==> src/rtl/mem_port_arbiter.sv <==
// mem_port_arbiter: shares one single-ported memory between the fetch port and the
// load/store port. Define ARB_TIMEOUT_EN to add a mem_ready timeout with bus_err.
module mem_port_arbiter #(
  parameter int ADDR_W      = 32,
  parameter int DATA_W      = 32,
  parameter int TIMEOUT_CYC = 16
) (
  input  logic              clk,
  input  logic              rst,
  input  logic              if_req,
  input  logic [ADDR_W-1:0] if_addr,
  input  logic              if_flush,
  output logic              if_valid,
  output logic [DATA_W-1:0] if_rdata,
  input  logic              d_req,
  input  logic              d_we,
  input  logic [ADDR_W-1:0] d_addr,
  input  logic [DATA_W-1:0] d_wdata,
  output logic              d_valid,
  output logic [DATA_W-1:0] d_rdata,
  output logic              stall_if,
  output logic              stall_d,
  output logic              mem_req,
  output logic              mem_we,
  output logic [ADDR_W-1:0] mem_addr,
  output logic [DATA_W-1:0] mem_wdata,
  input  logic              mem_ready,
  input  logic [DATA_W-1:0] mem_rdata,
  output logic              bus_err,
  output logic [1:0]        dbg_state
);

  // Handshakes: a requester raises x_req with stable fields and holds it until its
  // one-cycle x_valid; mem_req and the mem_* fields stay stable until mem_ready.

  if (TIMEOUT_CYC < 1) begin : g_cfg_check
    $error("mem_port_arbiter: TIMEOUT_CYC must be at least 1");
  end

  typedef enum logic [1:0] {
    IDLE   = 2'd0,
    BUSY_I = 2'd1,
    BUSY_D = 2'd2
  } state_t;

  state_t state_q, state_d;
  logic   last_d_q;   // 1: the data port won the most recent grant
  logic   kill_q;
  logic   grant_i, grant_d;
  logic   done, tmo_hit, finish, kill_now;

  // Data wins a tie unless it also won last time.
  always_comb begin
    grant_d = 1'b0;
    grant_i = 1'b0;
    if (state_q == IDLE) begin
      grant_d = d_req & ~(if_req & last_d_q);
      grant_i = if_req & ~grant_d;
    end
  end

  assign done     = (state_q != IDLE) & mem_ready;
  assign finish   = done | tmo_hit;
  assign kill_now = kill_q | if_flush;

`ifdef ARB_TIMEOUT_EN
  localparam int CNT_W = $clog2(TIMEOUT_CYC + 1);
  localparam logic [CNT_W-1:0] TMO_LAST = CNT_W'(TIMEOUT_CYC - 1);

  logic [CNT_W-1:0] tmo_cnt_q;
  logic             bus_err_q;

  // A mem_ready in the final waiting cycle still completes normally.
  assign tmo_hit = (state_q != IDLE) & ~mem_ready & (tmo_cnt_q == TMO_LAST);

  always_ff @(posedge clk or negedge rst) begin
    if (!rst) begin
      tmo_cnt_q <= '0;
      bus_err_q <= 1'b0;
    end else begin
      bus_err_q <= tmo_hit;
      if (state_q == IDLE || finish) tmo_cnt_q <= '0;
      else                           tmo_cnt_q <= tmo_cnt_q + 1'b1;
    end
  end

  assign bus_err = bus_err_q;
`else
  assign tmo_hit = 1'b0;
  assign bus_err = 1'b0;
`endif

  always_comb begin
    state_d = state_q;
    case (state_q)
      IDLE: begin
        if (grant_d)      state_d = BUSY_D;
        else if (grant_i) state_d = BUSY_I;
      end
      BUSY_I, BUSY_D: begin
        if (finish) state_d = IDLE;
      end
      default: state_d = IDLE;
    endcase
  end

  always_ff @(posedge clk or negedge rst) begin
    if (!rst) state_q <= IDLE;
    else      state_q <= state_d;
  end

  // kill marks a fetch squashed by a redirect; the memory access still finishes.
  always_ff @(posedge clk or negedge rst) begin
    if (!rst) begin
      last_d_q <= 1'b0;
      kill_q   <= 1'b0;
    end else begin
      if (grant_d)      last_d_q <= 1'b1;
      else if (grant_i) last_d_q <= 1'b0;

      if (grant_i)                kill_q <= if_flush;
      else if (state_q == BUSY_I) kill_q <= finish ? 1'b0 : kill_now;
    end
  end

  always_ff @(posedge clk or negedge rst) begin
    if (!rst) begin
      mem_we    <= 1'b0;
      mem_addr  <= '0;
      mem_wdata <= '0;
      if_valid  <= 1'b0;
      if_rdata  <= '0;
      d_valid   <= 1'b0;
      d_rdata   <= '0;
    end else begin
      if_valid <= 1'b0;
      d_valid  <= 1'b0;

      if (grant_d) begin
        mem_we    <= d_we;
        mem_addr  <= d_addr;
        mem_wdata <= d_wdata;
      end else if (grant_i) begin
        mem_we    <= 1'b0;
        mem_addr  <= if_addr;
        mem_wdata <= '0;
      end

      if (finish && state_q == BUSY_I && !kill_now) begin
        if_valid <= 1'b1;
        if_rdata <= done ? mem_rdata : '0;
      end

      if (finish && state_q == BUSY_D) begin
        d_valid <= 1'b1;
        d_rdata <= (done && !mem_we) ? mem_rdata : '0;
      end
    end
  end

  assign mem_req   = (state_q != IDLE);
  assign stall_if  = if_req & ~if_valid;
  assign stall_d   = d_req & ~d_valid;
  assign dbg_state = state_q;

endmodule

==> config.mk <==
export PLATFORM = sky130hd
export DESIGN_NAME = mem_port_arbiter
export DESIGN_NICKNAME = d
export VERILOG_FILES = /design/src/rtl/mem_port_arbiter.sv
export SDC_FILE = /design/constraint.sdc
export NUM_CORES = 1
export LEC_CHECK = 0
export ABC_AREA = 1
export BUFFER_PORTS_ARGS = -buffer_cell sky130_fd_sc_hd__buf_2
export CAP_MARGIN = 40
export CORE_ASPECT_RATIO = 0.9
export CORE_MARGIN = 1.5
export CORE_UTILIZATION = 35
export CTS_CLUSTER_SIZE = 8
export DETAILED_ROUTE_END_ITERATION = 6
export PLACE_DENSITY_LB_ADDON = 0.1
export SYNTH_ARGS = -nofsm -noshare
export SYNTH_HDL_FRONTEND = slang
export SYNTH_SLANG_ARGS = --single-unit
==> constraint.sdc <==
create_clock -name clk -period 2.75 [get_ports clk]
set_input_delay 0.1375 -clock clk [delete_from_list [all_inputs] [get_ports clk]]
set_output_delay 0.1375 -clock clk [all_outputs]
set_load 0.02 [all_outputs]
**Word level (Yosys, flattened, before mapping)**

Cells that the tools add are included.

- Bits in registers: 135
- Bits in latches: 0
- Memory bits (writable): 0
- ROM bits: 0
- Word-level logic and storage cells: 57
- Memories kept: 0

- Add/subtract/negate cells: 0
- $mul: 0
- Divide/modulo/power cells: 0
- Magnitude comparators: 0
- Equality and inequality tests: 4
- Shift-type cells: 0
- Muxes and demuxes: 20
- Bitwise operators: 11
- Reduce and logical (&&, ||, !) cells: 12

Operators with widths:

| cell | number |
|---|---|
| 32-bit two-way mux | 6 |
| 1-bit two-way mux | 10 |
| 1-bit AND | 6 |
| 2-bit two-way mux | 3 |
| 2-bit nonzero test | 3 |
| 1-bit logical AND | 4 |
| 1-bit inverter | 4 |
| 2-bit one-hot mux with 2 select lines | 1 |
| 3-bit != test (second input constant) | 1 |
| 2-bit by 1-bit equality test with 1-bit output (second input constant) | 1 |
| 2-bit equality test (second input constant) | 1 |
| 1-bit logical NOT | 2 |
| 2-bit logical NOT | 1 |
| 2-bit != test (second input constant) | 1 |
| 2-bit AND reduction | 1 |
| 2-bit OR reduction | 1 |
| 1-bit OR | 1 |

**Depth between registers and ports, before layout**

- Word-level depth: 9
- Depth in mapped cells: 10
- Gate-level depth less buffers: 8

**Least setup slack after synthesis**

No wires, ideal clock.

- Kind: register to register
- Start: register state_q[0] (netlist: dbg_state[0])
- End: register d_rdata[15]
- Library setup time: 0.118 ns
- Arrival: 1.553 ns
- Data required time: 2.632 ns
- Path slack: 1.079 ns
- Cell stages (with the launch flop): 11
- Clock period less this slack: 1.671 ns
- Cells stage by stage: dfrtp_1 > inv_1 > ha_1 > buf_6 > inv_2 > nand2_2 > nor2_4 > inv_2 > buf_6 > nand2_1 > o21ai_2

- Cells in the longest elaborated chain, start to end: 4

Ends and longest elaborated chain:

| element | line | text |
|---|---|---|
| start: declaration | 46 | `state_t state_q, state_d;` |
| start signal: assignment | 109 | `else state_q <= state_d;` |
| 2-bit nonzero test * | n/a |  |
| net mem_req | 23 | `output logic mem_req,` |
| 1-bit AND * | 62 | `assign done = (state_q != IDLE) & mem_ready;` |
| 1-bit logical AND | 156 | `d_rdata <= (done && !mem_we) ? mem_rdata : '0;` |
| 32-bit two-way mux | 156 |  |
| end signal: assignment | 156 |  |
| end: declaration | 20 | `output logic [DATA_W-1:0] d_rdata,` |

Mark *: on every way through the listed nets, which the timed path passes. The rest lies on a longest branch.
A chain may end at the register's enable or synchronous reset.

**Worst setup path in the final report**

- Start: register state_q[0] (netlist: dbg_state[0])
- End: register if_rdata[12]

- Cells in the longest elaborated chain, start to end: 4

Ends and longest elaborated chain:

| element | line | text |
|---|---|---|
| 2-bit nonzero test | 62 |  |
| 1-bit AND | 62 |  |
| 1-bit logical AND (2 in a row) | 149 | `if (finish && state_q == BUSY_I && !kill_now) begin` |
| end signal: assignment | 151 | `if_rdata <= done ? mem_rdata : '0;` |
| end: declaration | 14 | `output logic [DATA_W-1:0] if_rdata,` |

Parallel ways exist; a longest one is shown, timed or not.

==> key figures <==
Drt
  • Vias/cell: 4.44
  • DRT Wirelength: 17400 µm
  • DR WL/cell: 13.9 µm
  • DRT iter0 DRCs: 300
  • Detailed-router iteration count before antenna repair: 5
  • Residual DRC: 0
  • Vias: 5572
  • Detail Route Antenna Nets: 0

Synthesis
  • Mean Syn Cell Area: 8.44 µm²
  • Mapped Cells: 703
  • Mapped Nets: 841
  • Cell Area, Synth: 5930 µm²
  • Yosys reg bits: 135
  • Synth Warn #: 0
  • Yosys cell types: 23
  • Register area share after synthesis: 57.0%

Clocking
  • CTS Sinks: 135
  • TritonCTS Buffers: 17
  • CTS tree: built
  • Reg clk slew, reported paths: 0.06 ns
  • Clock Latency Late Sink: 0.42 ns
  • Clk buf depth: 2
  • Post-CTS sizing: 0
  • Root buffer cell: clkbuf_16
  • H-tree depth: 4

Outcome
  • Status: complete, no violations

Die
  • Row count: 44
  • I/O Pins: 272
  • Core area: 16400 µm²
  • Initial Util: 36.3%
  • Die area: 17700 µm²
  • Die Span X: 140 µm
  • Die height: 126 µm

Pwr
  • Pwr Density: 1160 nW/µm²
  • Worst vdd ir: 0.555 mV
  • Sequential share of power: 33.2%
  • Internal power: 5.84 mW
  • Clock Power Share: 24.2%
  • Switch share: 42.1%
  • Overall power: 10.1 mW
  • P_sw: 4.25 mW
  • Logic gate share of total power: 42.6%
  • Leak pwr: 5.13 nW

Worst hold path
  • Hold Path Class: primary input to register
  • Hold Path Stages: 5

Cells and area
  • Post-route cell area: 8740 µm²
  • Area of the multi-input gates: 1880 µm²
  • Most frequent cells in the layout: 269 x buf_2, 267 x nand2_1, 135 x dfrtp_1
  • Area Overhead vs Synth: 47.3%
  • Fin nets: 1172
  • Util after Layout: 53.4%
  • Layout fillers: 1577
  • Ant. Diodes: 0
  • Register area: 3380 µm²
  • Most common cell after layout, fill and taps aside: buf_2
  • Layout cells sized above 1: 31.5%
  • Layout Cells excl Fill: 1254

Timing
  • RSZ-0062 raised after global routing: false
  • Final setup violation count: 0
  • Final WS setup: 0.841 ns
  • Slew HR: 53.1%
  • Post-route clock period utilization: 69.4%
  • Hold Slack: 0.0169 ns
  • Setup TNS: 0 ns
  • Pin slew with the least headroom to its limit: 0.703 ns
  • Worst Skew: 0.00614 ns
  • Hold Violations, Final: 0
  • Fmax: 524 MHz
  • Tmin final: 1.91 ns
  • Slew Limit Fails: 0

Global routing
  • Pin count of the biggest net entering global routing: 68
  • Total gr overflow: 0
  • Initial antenna violation count: 0
  • First-pass GRT wire length: 27900 µm
  • Vias in the first global route: 5509
  • GRT Resource Usage Total: 20.0%

Worst setup path
  • Worst-path fanout max: 65
  • CP arrival: 2.18 ns
  • R2R depth: 6
  • Worst setup SP type: register
  • Req. time, crit path: 3.02 ns
  • Worst setup EP type: register
  • Crit Path Class: register to register

Placed design
  • Port Buffers: 270
  • Pre-CTS setup slack: 0.837 ns
  • Dpl hpwl: 11500 µm
  • Placed Instance Area: 7380 µm²
  • GP Congestion: 0.764
  • Placed insts: 1150

Job
  • Max Cap Viol: 0
-- cells in the mapped netlist, drive strengths merged --
cell type / number / share of area (%)
nand2: 270 / 17
dfrtp: 135 / 57
inv: 108 / 6.8
o21ai: 67 / 6.2
nand3: 39 / 3.4
nand4: 32 / 3.4
buf: 30 / 3.9
clkbuf: 11 / 0.72
nor2: 5 / 0.44
ha: 3 / 0.63
a21o: 1 / 0.13
a21oi: 1 / 0.084
conb: 1 / 0.063
-- area by class of cell --
class / instances / share of cell area [%]
clock buffer: 18 / 5.03
clock inverter: 14 / 2.25
timing repair buffer: 353 / 24.9
multi-input combinational: 419 / 21.6
inverter: 108 / 4.64
tap: 207 / 2.96
sequential: 135 / 38.7
-- cell families after synthesis --
kind of cell | count (synthesis) | share of synthesized area, %
flops | 135 | 57.0
simple gates | 346 | 24.5
buf+inv | 149 | 11.5
compound gates | 69 | 6.37
other cells | 1 | 0.0632
fa+ha+maj | 3 | 0.633
-- path summary, 6_finish.rpt --
| check | slack, ns | endpoint | from |
|---|---|---|---|
| worst max-delay path | 0.84 | if_rdata[12]$_DFFE_PN0P_ | dbg_state[0]$_DFFE_PN0P_ |
| worst min-delay path | 0.02 | mem_addr[3]$_DFFE_PN0P_ | if_addr[3] |
| worst max register to register | 0.84 | if_rdata[12]$_DFFE_PN0P_ | dbg_state[0]$_DFFE_PN0P_ |
| worst min register to register | 0.47 | mem_addr[21]$_DFFE_PN0P_ | mem_addr[21]$_DFFE_PN0P_ |
| max in group asynchronous | 1.83 | d_rdata[8]$_DFFE_PN0P_ | rst |
| min in group asynchronous | 0.20 | mem_addr[19]$_DFFE_PN0P_ | rst |
-- flip-flops by register name, indices dropped and copies added (netlist names) --
name / count
d_rdata: 32
d_valid: 1
dbg_state: 2
if_rdata: 32
if_valid: 1
kill_q: 1
last_d_q: 1
mem_addr: 32
mem_wdata: 32
mem_we: 1
-- power by group through the flow --
stage	logic, mW	clock network (mW)	registers, mW
3_5_place_dp	4.27	0	3.36
4_1_cts	4.35	2.50	3.36
2_1_floorplan	1.68	0	4.45
3_3_place_gp	4.23	0	3.36
5_1_grt	4.72	2.59	3.47
6_report	4.30	2.44	3.36
-- worst max-delay path, cell delays in order (launching register included) --
cell and delay, ns:
dfrtp_1 0.41, inv_1 0.09, ha_1 0.36, nor2_1 0.13, nand3_2 0.07, buf_4 0.48
o21ai_0 0.20
-- per-layer routing --
| metal | wire length [µm] | up-vias | global-route usage (%) | part of all wire, % |
|---|---|---|---|---|
| li1 | - | 2821 | - | - |
| met1 | 7780 | 2554 | 24.9 | 45 |
| met2 | 8340 | 179 | 33.6 | 48 |
| met3 | 1080 | 18 | 5.74 | 6.2 |
| met4 | 253 | 0 | 6.25 | 1.5 |
| met5 | 0 | - | 0 | 0 |
-- what timing repair did --
action / in CTS / in global routing
buffers inserted: 0 / 0
hold endpoints to repair: 137 / 0
hold buffers: 72 / 0
No activity file was read; power rests on OpenSTA's default activity.
